## src/rtl/key_pulse_conditioner.sv

```systemverilog
// key_pulse_conditioner: sync, debounce and press-edge logic for two
// push buttons feeding the A/B sequence detector; chords are locked out.
module key_pulse_conditioner #(
  parameter int DEBOUNCE_CYCLES = 500000,
  parameter int CNT_W           = 19
) (
  input  logic clk,
  input  logic reset,
  input  logic a_raw,
  input  logic b_raw,
  output logic a_pulse,
  output logic b_pulse,
  output logic a_level,
  output logic b_level
);

  typedef enum logic [1:0] {
    RELEASED = 2'b00,
    PULSE    = 2'b01,
    HELD     = 2'b10
  } press_t;

  localparam logic [CNT_W-1:0] CNT_LAST =
    CNT_W'(DEBOUNCE_CYCLES - 1);

  logic [1:0] raw;
  logic [1:0] s1;
  logic [1:0] s2;
  logic [1:0] lvl;
  logic [1:0] pulse;

  assign raw = {b_raw, a_raw};

  // two-flop synchronizer for both raw inputs
  always_ff @(posedge clk) begin
    if (reset) begin
      s1 <= '0;
      s2 <= '0;
    end else begin
      s1 <= raw;
      s2 <= s1;
    end
  end

  for (genvar i = 0; i < 2; i++) begin : g_ch
    logic [CNT_W-1:0] cnt;
    logic             lvl_q;
    logic             pulse_q;
    press_t           state;

    assign lvl[i]   = lvl_q;
    assign pulse[i] = pulse_q;

    // accept a new level only after it has been stable long enough
    always_ff @(posedge clk) begin
      if (reset) begin
        cnt   <= '0;
        lvl_q <= 1'b0;
      end else if (s2[i] == lvl_q) begin
        cnt <= '0;
      end else if (cnt == CNT_LAST) begin
        lvl_q <= s2[i];
        cnt   <= '0;
      end else begin
        cnt <= cnt + 1'b1;
      end
    end

    // press FSM: one pulse per solo press, chords go straight to HELD
    always_ff @(posedge clk) begin
      if (reset) begin
        state   <= RELEASED;
        pulse_q <= 1'b0;
      end else begin
        pulse_q <= 1'b0;
        case (state)
          RELEASED: begin
            if (lvl_q) begin
              if (lvl[1-i]) begin
                state <= HELD;
              end else begin
                state   <= PULSE;
                pulse_q <= 1'b1;
              end
            end
          end
          PULSE: state <= HELD;
          HELD: begin
            if (!lvl_q)
              state <= RELEASED;
          end
          default: state <= RELEASED;
        endcase
      end
    end
  end

  assign a_level = lvl[0];
  assign b_level = lvl[1];
  assign a_pulse = pulse[0];
  assign b_pulse = pulse[1];

endmodule

```

## config.mk

```make
export PLATFORM = sky130hd
export DESIGN_NAME = key_pulse_conditioner
export DESIGN_NICKNAME = d
export VERILOG_FILES = /design/src/rtl/key_pulse_conditioner.sv
export SDC_FILE = /design/constraint.sdc
export NUM_CORES = 1
export LEC_CHECK = 0
export BUFFER_PORTS_ARGS = -buffer_cell sky130_fd_sc_hd__buf_2
export CAP_MARGIN = 25
export CORE_MARGIN = 5
export CORE_UTILIZATION = 60
export CTS_CLUSTER_DIAMETER = 80
export DETAILED_ROUTE_END_ITERATION = 12
export HOLD_SLACK_MARGIN = 0.1
export PLACE_DENSITY = 0.78
export SYNTH_ARGS = -nofsm -noshare
export SYNTH_HDL_FRONTEND = slang
export SYNTH_SLANG_ARGS = --single-unit
```

## constraint.sdc

```tcl
create_clock -name clk -period 2.61 [get_ports clk]
set_input_delay 0.261 -clock clk [delete_from_list [all_inputs] [get_ports clk]]
set_output_delay 0.261 -clock clk [all_outputs]
set_load 0.05 [all_outputs]
```

==> qor.yml <==
hold_viol: 0
hpwl_um: 2610
n_fill_cell: 280
grt_start_max_net_pins: 20
maxSlewHeadroom_pct: 63.8
crit_arrival_ps: 2410
clock-sinks: 50
clkTransAtPathRegs_ps: 130
grt_overflow: 0
async_flop_share_pct: 0
grt_pass1_vias: 1561
synth_top_area_cell: "dfxtp_1"
place_congestion: 0.886
max-cap-violations: 0
crit_chain: "ha_1 -> nand4_4 -> or4_4 -> or4_1 -> a21oi_1"
p_leak_nw: 0.682
wl_met2_um: 1800
cpMaxStageDelayCell: "or4_4"
wl_um: 3680
worstSetupEndpointType: "flip-flop"
ys.flop_type: "dfxtp_1"
antenna_found_initial: 0
drive_gt1_share_pct: 8.66
grt_pass1_wl_um: 6510
ys_ff_latch: 50
cpPeakStageDelay_ps: 590
crit_type: "reg -> reg"
cp_data_required_time_ps: 2900
num_rows: 21
skew_ps: 7.59
synth_area_leaders: "dfxtp_1, xnor2_1, nor2_1, nand4_1, nor4_1"
areaGrowthSynthToFinish_pct: 7.50
syn_inst: 243
synth_enable_flop_cells: 0
hold_start: "b_raw"
nets: 260
num_io_pins: 8
reg2reg_depth: 5
period_share_pct: 81.2
crit_fanout: 10
dr.pass1.iters: 4
synth_most_common_cell: "dfxtp_1"
ctsResizeCount: 0
cts_max_path_buffers: 2
top_layer: "met4"
whs_path_depth: 2
drtIter0Drc: 107
slew_viol_final: 0
die_area_um2: 4880
chipWidth_um: 69.9
ys_types: 35
wl_met1_um: 1680
tns_ps: 0
drc: 0
finalSetupViolCount: 0
dieHeight_um: 69.9
fmax_ghz: 0.472
status: "completed"
tightest_slew_ps: 538
worstSetupStartpointType: "flip-flop"
start_util_pct: 63.0
finalWorstPathRequiredPeriod_ps: 2120
finalInstanceArea_um2: 2310
insertion_delay_ps: 360
clock-root-buffer: "clkbuf_4"
avgSynthCellArea_um2: 8.85
hold_end: "s1[1]"
ant_nets: 0
io_buffer_count: 7
synth_area_um2: 2150
holdCritPathClass: "in -> reg"
cts-buffers-inserted: 5
seq_area_frac_synth_pct: 46.5
track_usage_pct: 16.7
synthTopCellsByCount: "dfxtp_1, nor2_1, xnor2_1"
post_cts_buffers: 0
viasPerCell: 5.39
htree_levels: 2
synth-warning-count: 0
post_dp_cell_area_um2: 2220
powerDensity_nw_per_um2: 532
cts_tree: "built"
r2r-start: "g_ch[0].cnt[0]"
synth_fp_nets: 249
peakVddDrop_mv: 0.399
core_um2: 3420
rsz0062_at_grt: "false"
detail_route.wl_per_cell_um: 12.3
dr_total_vias: 1616
yosys.area.top_type_share_pct: 46.5
regToRegSetupSlack_ps: 490
worstReg2RegEnd: "g_ch[0].cnt[18]"
wl_met3_um: 136
diodes: 0
==> cell usage in the layout, fill, tap and decap left out, drive strengths merged, types with 4 or more instances in the layout <==
cell type  Yosys  routed
nor3           8       8
nor2          42      42
clkbuf         3       6
nand4         12      12
xor2           5       5
a21oi         10      10
or3            7       7
nor4          10      10
o21ai          7       7
xnor2         24      24
nand3         11      11
or4            5       5
buf            2       8
inv           13      13
nand2         12      12
dfxtp         50      50
nor2b          4       4
==> registers in the layout, indices dropped and copies added (netlist names) <==
register	cells
a_level	1
a_pulse	1
b_level	1
b_pulse	1
g_ch.cnt	38
g_ch.state	4
s1	2
s2	2
==> cells by family (layout without fill, tap and decap cells) <==
logic type,Yosys count,in the layout,share of synthesized area (%)
fa+ha+maj,2,2,1.16
simple gates,121,121,30.0
flops,50,50,46.5
compound gates,22,22,6.34
mux,1,1,0.524
buf+inv,18,29,3.67
xor+xnor,29,29,11.8
==> through the flow <==
step           power (W)  utilization, %  hold slack, ps  std cells  worst slack [ps]
3_5_place_dp    0.000802            65.0             422        292               528
4_1_cts          0.00124            67.7             125        300               484
6_report         0.00123            67.7             138        300               491
3_3_place_gp    0.000801            65.0             418        292               622
5_1_grt          0.00129            67.7             119        300               375
2_1_floorplan   0.000798               -             389        243               680
==> worst max-delay path, delay by kind of cell (launching register included) <==
kind / cells / cell delay [ps]
and+or+nand+nor: 3 / 1190
AOI/OAI and AO/OA: 1 / 180
DFF: 1 / 410
adders and majority gates: 1 / 270
==> report_power, final <==
part           internal [W]  switching [W]  leakage [nW]
registers          0.000767     0.00000201         0.404
clock network      0.000223       0.000221        0.0443
logic            0.00000728     0.00000958         0.234
==> layer usage <==
layer / track usage, % / vias to the layer above
li1: - / 866
met1: 18.3 / 728
met2: 28.2 / 17
met3: 6.31 / 5
met4: 8.30 / 0
met5: 0 / -
==> final cells by class <==
cell class	count	area, µm²	share of cell area, %
inverter	13	48.8	2.11
sequential	50	1000	43.3
multi-input combinational	175	1070	46.3
clock inverter	1	30.0	1.30
clock buffer	6	51.3	2.22
tap	46	57.6	2.49
timing repair buffer	9	52.6	2.27
==> what timing repair did <==
item,CTS,global route
hold endpoints to repair,1,0
hold buffers,1,0
endpoints found under the setup margin,0,0
==> worst max-delay path by stage <==
stage                   start              end  slack (ps)  cells past startpoint
2_1_floorplan  g_ch[0].cnt[0]  g_ch[0].cnt[18]         680                      5
3_3_place_gp   g_ch[0].cnt[0]  g_ch[0].cnt[18]         620                      5
3_5_place_dp   g_ch[0].cnt[0]  g_ch[0].cnt[18]         530                      5
4_1_cts        g_ch[0].cnt[0]  g_ch[0].cnt[18]         480                      5
5_1_grt        g_ch[0].cnt[1]  g_ch[0].cnt[18]         370                      5
6_report       g_ch[0].cnt[0]  g_ch[0].cnt[18]         490                      5
Power figures use the tool's default switching activity.
